==> src/rtl/stopwatch_counter_if.sv <==
// Control and display bundle for the stopwatch counter.
// master drives the control pulses, slave drives the count.
interface stopwatch_counter_if;
  logic       start;
  logic       stop;
  logic       clear;
  logic       running;
  logic       tick_pulse;
  logic [3:0] sec_ones;
  logic [2:0] sec_tens;
  logic [3:0] min_ones;
  logic [2:0] min_tens;
  logic       rollover;

  modport master (
    output start, stop, clear,
    input  running, tick_pulse, rollover,
    input  sec_ones, sec_tens, min_ones, min_tens
  );

  modport slave (
    input  start, stop, clear,
    output running, tick_pulse, rollover,
    output sec_ones, sec_tens, min_ones, min_tens
  );
endinterface

==> src/rtl/stopwatch_counter.sv <==
// Stopwatch: synchronises the divided clock, prescales its edges
// and advances a run/pause/clear controlled BCD MM:SS counter.
module stopwatch_counter #(
  parameter int TICKS_PER_COUNT = 4,
  parameter int CNT_W           = 16
) (
  input logic clk_in,
  input logic rst_n,
  input logic tick_src,
  stopwatch_counter_if.slave sw
);

  typedef enum logic [1:0] {
    IDLE,
    RUN,
    PAUSED
  } state_e;

  localparam logic [CNT_W-1:0] LAST =
    CNT_W'(TICKS_PER_COUNT - 1);

  state_e state_q, state_d;

  logic s1_q, s2_q, s3_q, tp_q;

  logic [CNT_W-1:0] pre_q, pre_d;
  logic [3:0] so_q, so_d;
  logic [2:0] st_q, st_d;
  logic [3:0] mo_q, mo_d;
  logic [2:0] mt_q, mt_d;
  logic       roll_q, roll_d;

  logic adv;
  logic inc;

  // tick_src is data only; s3 remembers s2 for edge detection
  always_ff @(posedge clk_in or negedge rst_n) begin
    if (!rst_n) begin
      s1_q <= 1'b0;
      s2_q <= 1'b0;
      s3_q <= 1'b0;
      tp_q <= 1'b0;
    end else begin
      s1_q <= tick_src;
      s2_q <= s1_q;
      s3_q <= s2_q;
      tp_q <= s2_q & ~s3_q;
    end
  end

  always_comb begin
    state_d = state_q;
    if (sw.clear) begin
      state_d = IDLE;
    end else if (sw.stop && state_q == RUN) begin
      state_d = PAUSED;
    end else if (sw.start && state_q != RUN) begin
      state_d = RUN;
    end
  end

  assign adv = tp_q && (state_q == RUN) && !sw.clear;
  assign inc = adv && (pre_q == LAST);

  always_comb begin
    pre_d = pre_q;
    if (sw.clear || state_q == IDLE) begin
      pre_d = '0;
    end else if (adv) begin
      pre_d = inc ? '0 : pre_q + CNT_W'(1);
    end
  end

  // Each digit carries on equality with its own limit
  always_comb begin
    so_d   = so_q;
    st_d   = st_q;
    mo_d   = mo_q;
    mt_d   = mt_q;
    roll_d = 1'b0;
    if (sw.clear) begin
      so_d = '0;
      st_d = '0;
      mo_d = '0;
      mt_d = '0;
    end else if (inc) begin
      so_d = (so_q == 4'd9) ? 4'd0 : so_q + 4'd1;
      if (so_q == 4'd9) begin
        st_d = (st_q == 3'd5) ? 3'd0 : st_q + 3'd1;
        if (st_q == 3'd5) begin
          mo_d = (mo_q == 4'd9) ? 4'd0 : mo_q + 4'd1;
          if (mo_q == 4'd9) begin
            mt_d   = (mt_q == 3'd5) ? 3'd0 : mt_q + 3'd1;
            roll_d = (mt_q == 3'd5);
          end
        end
      end
    end
  end

  always_ff @(posedge clk_in or negedge rst_n) begin
    if (!rst_n) begin
      state_q <= IDLE;
      pre_q   <= '0;
      so_q    <= '0;
      st_q    <= '0;
      mo_q    <= '0;
      mt_q    <= '0;
      roll_q  <= 1'b0;
    end else begin
      state_q <= state_d;
      pre_q   <= pre_d;
      so_q    <= so_d;
      st_q    <= st_d;
      mo_q    <= mo_d;
      mt_q    <= mt_d;
      roll_q  <= roll_d;
    end
  end

  assign sw.running    = (state_q == RUN);
  assign sw.tick_pulse = tp_q;
  assign sw.sec_ones   = so_q;
  assign sw.sec_tens   = st_q;
  assign sw.min_ones   = mo_q;
  assign sw.min_tens   = mt_q;
  assign sw.rollover   = roll_q;

endmodule

==> src/flat_wrapper.sv <==
// flat-port wrapper written by rule: the top's interface ports become plain ports
module stopwatch_counter_flat 
#(
  parameter int TICKS_PER_COUNT = 4,
  parameter int CNT_W           = 16
)
  (clk_in, rst_n, tick_src, sw_start, sw_stop, sw_clear, sw_running, sw_tick_pulse, sw_rollover, sw_sec_ones, sw_sec_tens, sw_min_ones, sw_min_tens);
  stopwatch_counter_if sw_i ();
  input logic clk_in;
  input logic rst_n;
  input logic tick_src;
  input wire logic [$bits(sw_i.start)-1:0] sw_start;
  input wire logic [$bits(sw_i.stop)-1:0] sw_stop;
  input wire logic [$bits(sw_i.clear)-1:0] sw_clear;
  output wire logic [$bits(sw_i.running)-1:0] sw_running;
  output wire logic [$bits(sw_i.tick_pulse)-1:0] sw_tick_pulse;
  output wire logic [$bits(sw_i.rollover)-1:0] sw_rollover;
  output wire logic [$bits(sw_i.sec_ones)-1:0] sw_sec_ones;
  output wire logic [$bits(sw_i.sec_tens)-1:0] sw_sec_tens;
  output wire logic [$bits(sw_i.min_ones)-1:0] sw_min_ones;
  output wire logic [$bits(sw_i.min_tens)-1:0] sw_min_tens;
  assign sw_i.start = sw_start;
  assign sw_i.stop = sw_stop;
  assign sw_i.clear = sw_clear;
  assign sw_running = sw_i.running;
  assign sw_tick_pulse = sw_i.tick_pulse;
  assign sw_rollover = sw_i.rollover;
  assign sw_sec_ones = sw_i.sec_ones;
  assign sw_sec_tens = sw_i.sec_tens;
  assign sw_min_ones = sw_i.min_ones;
  assign sw_min_tens = sw_i.min_tens;
  stopwatch_counter #(.TICKS_PER_COUNT(TICKS_PER_COUNT), .CNT_W(CNT_W)) u_core (.clk_in(clk_in), .rst_n(rst_n), .tick_src(tick_src), .sw(sw_i));
endmodule
==> config.mk <==
export PLATFORM = sky130hd
export DESIGN_NAME = stopwatch_counter_flat
export DESIGN_NICKNAME = d
export VERILOG_FILES = /design/src/rtl/stopwatch_counter_if.sv /design/src/rtl/stopwatch_counter.sv /design/src/flat_wrapper.sv
export SDC_FILE = /design/constraint.sdc
export NUM_CORES = 1
export LEC_CHECK = 0
export ABC_AREA = 1
export BUFFER_PORTS_ARGS = -buffer_cell sky130_fd_sc_hd__buf_2
export CAP_MARGIN = 20
export CORE_ASPECT_RATIO = 0.9
export CORE_UTILIZATION = 27
export DETAILED_ROUTE_END_ITERATION = 7
export HOLD_SLACK_MARGIN = 0.08
export MAX_ROUTING_LAYER = met4
export PLACE_DENSITY_LB_ADDON = 0.3
export SYNTH_ARGS = -nofsm -noshare
export SYNTH_HDL_FRONTEND = slang
export SYNTH_SLANG_ARGS = --single-unit
==> constraint.sdc <==
create_clock -name clk_in -period 1.8 [get_ports clk_in]
set_clock_uncertainty 0.05 [all_clocks]
set_input_delay 0.18 -clock clk_in [delete_from_list [all_inputs] [get_ports clk_in]]
set_output_delay 0.18 -clock clk_in [all_outputs]
set_load 0.02 [all_outputs]
# == Word level (Yosys, flattened, before mapping) ==
# Cells that the tools add are included.
# classes
add_sub_neg,5
n_eq_ne,7
n_mux,29
bitwise,2
reduce_logical,17
# ops
cell,n
16-bit two-way mux,3
4-bit two-way mux,8
3-bit two-way mux,10
16-bit by 1-bit adder with 16-bit output (second input constant),1
16-bit by 2-bit == test with 1-bit output (second input constant),1
2-bit nonzero test,5
4-bit by 1-bit adder with 4-bit output (second input constant),2
4-bit == test (second input constant),2
3-bit by 1-bit adder with 3-bit output (second input constant),2
3-bit == test (second input constant),2
2-bit two-way mux,3
1-bit logical AND,5
1-bit two-way mux,5
4-bit AND reduction,1
3-bit AND reduction,1
3-bit nonzero test,1
2-bit by 1-bit == test with 1-bit output (second input constant),1
2-bit logical NOT,1
2-bit by 1-bit != test with 1-bit output (second input constant),1
2-bit AND reduction,1
1-bit bitwise AND,1
1-bit logical NOT,1
1-bit logical OR,1
1-bit inverter,1
# totals
register_bits,37
in_bits,6
out_inout_bits,17
wordCells,71

# == Longest topological paths before layout ==
# Gate-level depths: netlist of the first run.
# logic_depth
word_depth,7
depth_mapped,10
depth_no_buf,10

# == Least setup slack after synthesis of the first run ==
# Ideal clock, no wire load.
# synth_path
path_type,register -> register
startpoint,"reg u_core.so_q[0], in the netlist u_core.sw.sec_ones[0]"
endpoint,"reg u_core.mt_q[0], in the netlist u_core.sw.min_tens[0]"
arrival_ns,1.458
t_required_ns,1.632
slack_ns,0.174
path_stages_with_launch,10
path_buffers,1
synth_period_minus_slack_ns,1.626
cell_sequence,dfrtp_1 -> ha_1 -> nand2_1 -> nor2_2 -> inv_1 -> nand2_1 -> buf_4 -> nand3_1 -> nand2_1 -> nand2_1
# synth_between
elab_chain_cells,3
# synth_rtl
element,line_no,source
"start, declared",stopwatch_counter.sv:27,"logic [3:0] so_q, so_d;"
"start signal, assigned",stopwatch_counter.sv:105,so_q <= '0;
"start signal, assigned",stopwatch_counter.sv:113,so_q <= so_d;
4-bit == test,stopwatch_counter.sv:88,if (so_q == 4'd9) begin
2-bit nonzero test (no source line),--,
4-bit AND reduction (no source line),--,
"end signal, assigned",stopwatch_counter.sv:116,mt_q <= mt_d;
"end, declared",stopwatch_counter.sv:30,"logic [2:0] mt_q, mt_d;"
# Every way passes these cells.
# A chain may end at the register's enable or synchronous reset.

# == Worst setup path after layout of the first run ==
# layout_path
startpoint,reg u_core.pre_q[1]
endpoint,reg u_core.pre_q[6]
# layout_between
elab_chain_cells,5
# layout_rtl
element,line_no,source
"start, declared",stopwatch_counter.sv:26,"logic [CNT_W-1:0] pre_q, pre_d;"
"start signal, assigned",stopwatch_counter.sv:112,pre_q <= pre_d;
"parallel branches: the longest is 2 deep, another holds 16-bit by 1-bit adder with 16-bit output",--,
16-bit two-way mux *,stopwatch_counter.sv:70,pre_d = inc ? '0 : pre_q + CNT_W'(1);
16-bit two-way mux *,stopwatch_counter.sv:69,end else if (adv) begin
16-bit two-way mux *,stopwatch_counter.sv:67,if (sw.clear || state_q == IDLE) begin
# Every way passes the cells marked *. The select of a mux whose other input is x is not followed.

==> out/metrics.yaml, run 1 <==
synthesis:
  synth_area_per_cell_um2: 7.85
  syn_nets: 285
  synth_cell_types: 28
  yosysTopAreaCell: "dfrtp_1"
  ys_warn_count: 0
  synth_area_leaders: "dfrtp_1 (43%), nand2_1 (13%), nor2_1 (6.1%), inv_1 (4.5%), nand3_1 (4.4%)"
  synth-async-reset-ratio_pct: 100
  netlist_area_mm2: 0.00215
  netlist_instances: 274
  synth-seq-cells: 37
  synth_ff_type: "dfrtp_1"
  synth_top_area_share_pct: 43.0
  synth_edf_count: 0
  seq_area_frac_synth_pct: 43.0
clocking:
  htree_levels: 2
  post-cts-setup-buffer-count: 0
  clock_latency_ns: 0.30
  clock_path_buffers: 2
  tritoncts: "done"
  clock-sinks: 37
  clk_pin_slew_ns: 0.08
  cts-root-buf: "clkbuf_8"
  cts_made_buffers: 5
floorplan:
  dieArea_mm2: 0.00833
  die_h_um: 86.7
  initial_core_util_pct: 28.2
  rows: 30
  num_io_pins: 23
  die_width_um: 96.1
  coreArea_mm2: 0.00762
drt:
  dr.pass1.iters: 4
  vias: 1836
  antenna_left: 0
  drtIter0Drc: 87
  vias_per_cell: 4.49
  post_drt_wl_per_cell_um: 11.8
  drc: 0
  wl_um: 4830
finish:
  final_common_cell: "nand2_1"
  drive_gt1_share_pct: 17.6
  syn_to_final_growth_pct: 20.2
  fin_nets: 323
  final_cell_mix: "nand2_1 (74), dfrtp_1 (37), nor2_1 (35)"
  n_fill_cell: 795
  antenna_cells: 0
status:
  outcome: "finished clean"
global_route:
  grt_pass1_vias: 1780
  grt_pass1_wl_um: 8430
  antenna_found_initial: 0
  grt_usage_pct: 13.8
  grt_max_degree: 21
  grt_remaining_overflow: 0
timing:
  final.setup.tns_ns: 0
  fmax_mhz: 625
  setup_violations: 0
  fin_crit_ns: 1.60
  relSlewSlack_pct: 67.3
  worst_pin_slew_ns: 0.490
  rsz0062_at_grt: "no"
  timing.final.crit_share_pct: 88.9
  hold_viol: 0
  slew_violations: 0
setup_path:
  crit_arrival_ns: 1.78
  reg2reg_depth: 8
  worstPathRequired_ns: 1.98
  cp-end-kind: "flop"
  critical_path_class: "flop to flop"
  cp_max_fo: 5
  cp-start-kind: "flop"
power_and_ir_drop:
  vdd_drop_max_mv: 0.411
  static-leakage-power_uw: 0.00120
  power_uw: 2020
  p_per_area_mw_per_mm2: 780
min_path:
  holdPathStages: 3
  holdCritPathClass: "input port to flop"
place:
  hpwl_um: 3560
  port_buffers: 22
  gp_congestion: 0.851
job:
  maxCapViolations: 0
[critical path, cell delays in order, from the launching register on]
cell and delay (ns):
dfrtp_1 0.38, ha_1 0.20, nand2_1 0.09, nor2_1 0.16, inv_1 0.08, nor2_2 0.21
nand2_1 0.10, xor2_1 0.15, nor2_1 0.11
[sequential cells by signal, indices dropped and copies added (netlist names)]
register	count
u_core.sw.rollover	1
u_core.sw.min_tens	3
u_core.s3_q	1
u_core.sw.min_ones	4
u_core.s2_q	1
u_core.s1_q	1
u_core.state_q	2
u_core.sw.sec_ones	4
u_core.pre_q	16
u_core.sw.tick_pulse	1
u_core.sw.sec_tens	3
[synthesized netlist by cell type, types with 2 or more instances]
cell     count
nand2_1     74
dfrtp_1     37
nor2_1      35
inv_1       26
nand3_1     19
o21ai_0     16
nand4_1     14
xor2_1      10
nor3_1       6
ha_1         5
nor4_1       4
a21oi_1      3
buf_4        3
nor2_4       3
inv_2        2
nand3_4      2
nor2_2       2
o21ai_2      2
xnor2_1      2
[kinds of logic after synthesis]
| logic type | share of synthesized area (%) |
|---|---|
| compound gates | 5.82 |
| fa+ha+maj | 2.91 |
| xor+xnor | 4.89 |
| buf+inv | 6.63 |
| simple gates | 36.7 |
| flops | 43.0 |
[final cells by class]
type                    count  area, um^2  area share, %
repair buffers             35         230           8.91
clock inverters             2        38.8           1.50
well taps                  96         120           4.65
multi-input cells         205        1090           42.3
clock buffers               6        72.6           2.81
flip-flops and latches     37         926           35.8
inverters                  28         105           4.07
[through the flow]
step                      utilization, %  instances  instance area (um^2)  hold WS (ns)  setup slack (ns)
final                               33.9        409                  2580         0.185             0.199
after global routing                33.9        409                  2580         0.205            0.0101
after CTS                           33.8        409                  2570         0.181             0.169
after detailed placement            31.8        397                  2420         0.129             0.176
after global placement              31.8        397                  2420         0.125             0.196
after floorplan                        -        274                  2150        -0.166             0.174
[path summary, 6_finish.rpt]
| check | from | slack, ns | to |
|---|---|---|---|
| min | sw_clear | 0.18 | u_core.state_q[1]$_DFFE_PN0P_ |
| max | u_core.pre_q[1]$_DFFE_PN0P_ | 0.20 | u_core.pre_q[6]$_DFFE_PN0P_ |
| min in group asynchronous | rst_n | 0.32 | u_core.pre_q[12]$_DFFE_PN0P_ |
| min reg2reg | u_core.s1_q$_DFF_PN0_ | 0.31 | u_core.s2_q$_DFF_PN0_ |
| max in group asynchronous | rst_n | 0.91 | u_core.pre_q[0]$_DFFE_PN0P_ |
| max reg2reg | u_core.pre_q[1]$_DFFE_PN0P_ | 0.20 | u_core.pre_q[6]$_DFFE_PN0P_ |
[routing by layer]
layer | track usage, % | part of all wire (%)
met2 | 19.5 | 43
met1 | 18.8 | 51
met3 | 3.51 | 3.8
met5 | - | 0
met4 | 5.43 | 1.6
[where the power goes]
group          internal (uW)  switching, uW
clock network            416            333
registers                880           60.8
logic                    118            208
[what timing repair did]
action	in CTS	in global routing
gates resized for setup	0	3
endpoints found under the hold margin	22	0
hold buffers	4	0
setup endpoints to repair	0	5
Power figures use the tool's default switching activity.
==> inputs of run 2 (changes only) <==
Settings changed: CORE_UTILIZATION 27 to 30.
==> out/metrics.yaml, run 2 (synthesized netlist as in run 1, its figures left out) <==
timing:
  timing.final.crit_share_pct: 91.9
  hold_viol: 0
  slew_violations: 0
  fmax_mhz: 604
  fin_crit_ns: 1.65
  relSlewSlack_pct: 68.2
  worst_slack_ns: 0.145
  rsz0062_at_grt: "no"
  holdWs_ns: 0.112
  worst_pin_slew_ns: 0.478
  setup_violations: 0
  final.setup.tns_ns: 0
setup_path:
  worstPathRequired_ns: 1.91
  crit_chain: "ha_1, nand2_1, nor2_1, nand3_4, nand2_8, inv_2, o21ai_2, nor2_1"
  endpoint: "u_core.pre_q[7]$_DFFE_PN0P_"
  crit_arrival_ns: 1.76
  max_stage_delay_ns: 0.38
  cp-end-kind: "flop"
  critical_path_class: "flop to flop"
  worst_path_most_repeated_cell: "nor2_1"
  r2r_slack_ns: 0.15
  r2r_end: "u_core.pre_q[7]$_DFFE_PN0P_"
  crit_path_start: "u_core.pre_q[0]$_DFFE_PN0P_"
  timing.rr.start: "u_core.pre_q[0]$_DFFE_PN0P_"
  cp_slowest_cell: "dfrtp_1"
  reg2reg_depth: 8
  cp-start-kind: "flop"
  cp_max_fo: 17
floorplan:
  rows: 28
  coreArea_mm2: 0.00676
  die_h_um: 82.3
  num_io_pins: 23
  die_width_um: 91.3
  dieArea_mm2: 0.00751
  initial_core_util_pct: 31.8
min_path:
  holdCritPathClass: "input port to flop"
  min_from: "sw_start"
drt:
  vias: 1804
  antenna_left: 0
  wl_um: 4760
  drtIter0Drc: 83
  drc: 0
  post_drt_wl_per_cell_um: 11.9
  vias_per_cell: 4.52
  dr.pass1.iters: 4
power_and_ir_drop:
  static-leakage-power_uw: 0.00116
  p_per_area_mw_per_mm2: 729
  vdd_drop_max_mv: 0.491
finish:
  top_register: "u_core.pre_q"
  final_common_cell: "nand2_1"
  largest_reg_flops: 16
  antenna_cells: 0
  final_area_mm2: 0.00251
  syn_to_final_growth_pct: 16.9
  drive_gt1_share_pct: 16.8
  final_cell_mix: "nand2_1 (73), dfrtp_1 (37), nor2_1 (35)"
  fin_nets: 319
clocking:
  htree_levels: 2
  clk_pin_slew_ns: 0.08
  cts_made_buffers: 5
  clock_path_buffers: 2
  cts-root-buf: "clkbuf_8"
  tritoncts: "done"
  clock_latency_ns: 0.28
  clock-sinks: 37
job:
  maxCapViolations: 0
global_route:
  grt_remaining_overflow: 0
  grt_usage_pct: 14.4
  grt_pass1_wl_um: 8160
  grt_pass1_vias: 1719
  antenna_found_initial: 0
  grt_max_degree: 21
place:
  hpwl_um: 3550
  port_buffers: 22
  placed_area_mm2: 0.00239
  pre_cts_ws_ns: 0.110
  gp_congestion: 0.852
status:
  outcome: "finished clean"
## run 2: how the worst min path moves through the flow
stage                                         to  slack [ns]  cells after the start
2_1_floorplan        u_core.pre_q[0]$_DFFE_PN0P_       -0.17                      0
3_3_place_gp   u_core.sw.min_ones[1]$_DFFE_PN0P_        0.11                      1
3_5_place_dp   u_core.sw.min_ones[1]$_DFFE_PN0P_        0.11                      1
4_1_cts            u_core.state_q[1]$_DFFE_PN0P_         0.1                      3
5_1_grt            u_core.state_q[1]$_DFFE_PN0P_        0.14                      3
6_report           u_core.state_q[1]$_DFFE_PN0P_        0.11                      3
## run 2: worst max-delay path, delay by kind of cell (launching register included)
kind / cells / cell delay (ns)
and+or+nand+nor: 5 / 0.64
AOI/OAI and AO/OA: 1 / 0.13
DFF: 1 / 0.38
buffers and inverters: 1 / 0.08
adders and majority gates: 1 / 0.25
## run 2: per-layer routing
metal / wire length [um] / track usage [%]
met5: 0 / -
met4: 40 / 5.24
met2: 2000 / 21.5
met1: 2550 / 19.4
met3: 170 / 2.93
## run 2: cell type report
type,instances,area [um^2]
sequential,37,926
timing repair buffer,31,198
clock buffer,6,72.6
fill,696,4250
tap,90,113
multi-input combinational,205,1080
clock inverter,2,15.0
inverter,28,105
## run 2: through the flow
step                total power, uW  instances  util [%]
finish                         1830        399      37.2
global route                   1950        399      37.2
CTS                            1860        399      37.1
detailed placement             1280        388      35.4
global placement               1280        388      35.4
floorplan                      1160        274         -
## run 2: power by group
part           total (uW)  internal [uW]  switching (uW)
clock network         567            273             295
registers             941            880            61.2
logic                 325            115             209
total                1830           1270             565
## run 2: timing repair
item / in CTS / in global routing
hold buffers: 3 / 0
setup endpoints to repair: 0 / 3
setup buffers: 0 / 0
endpoints found under the hold margin: 21 / 0
gates resized for setup: 0 / 2
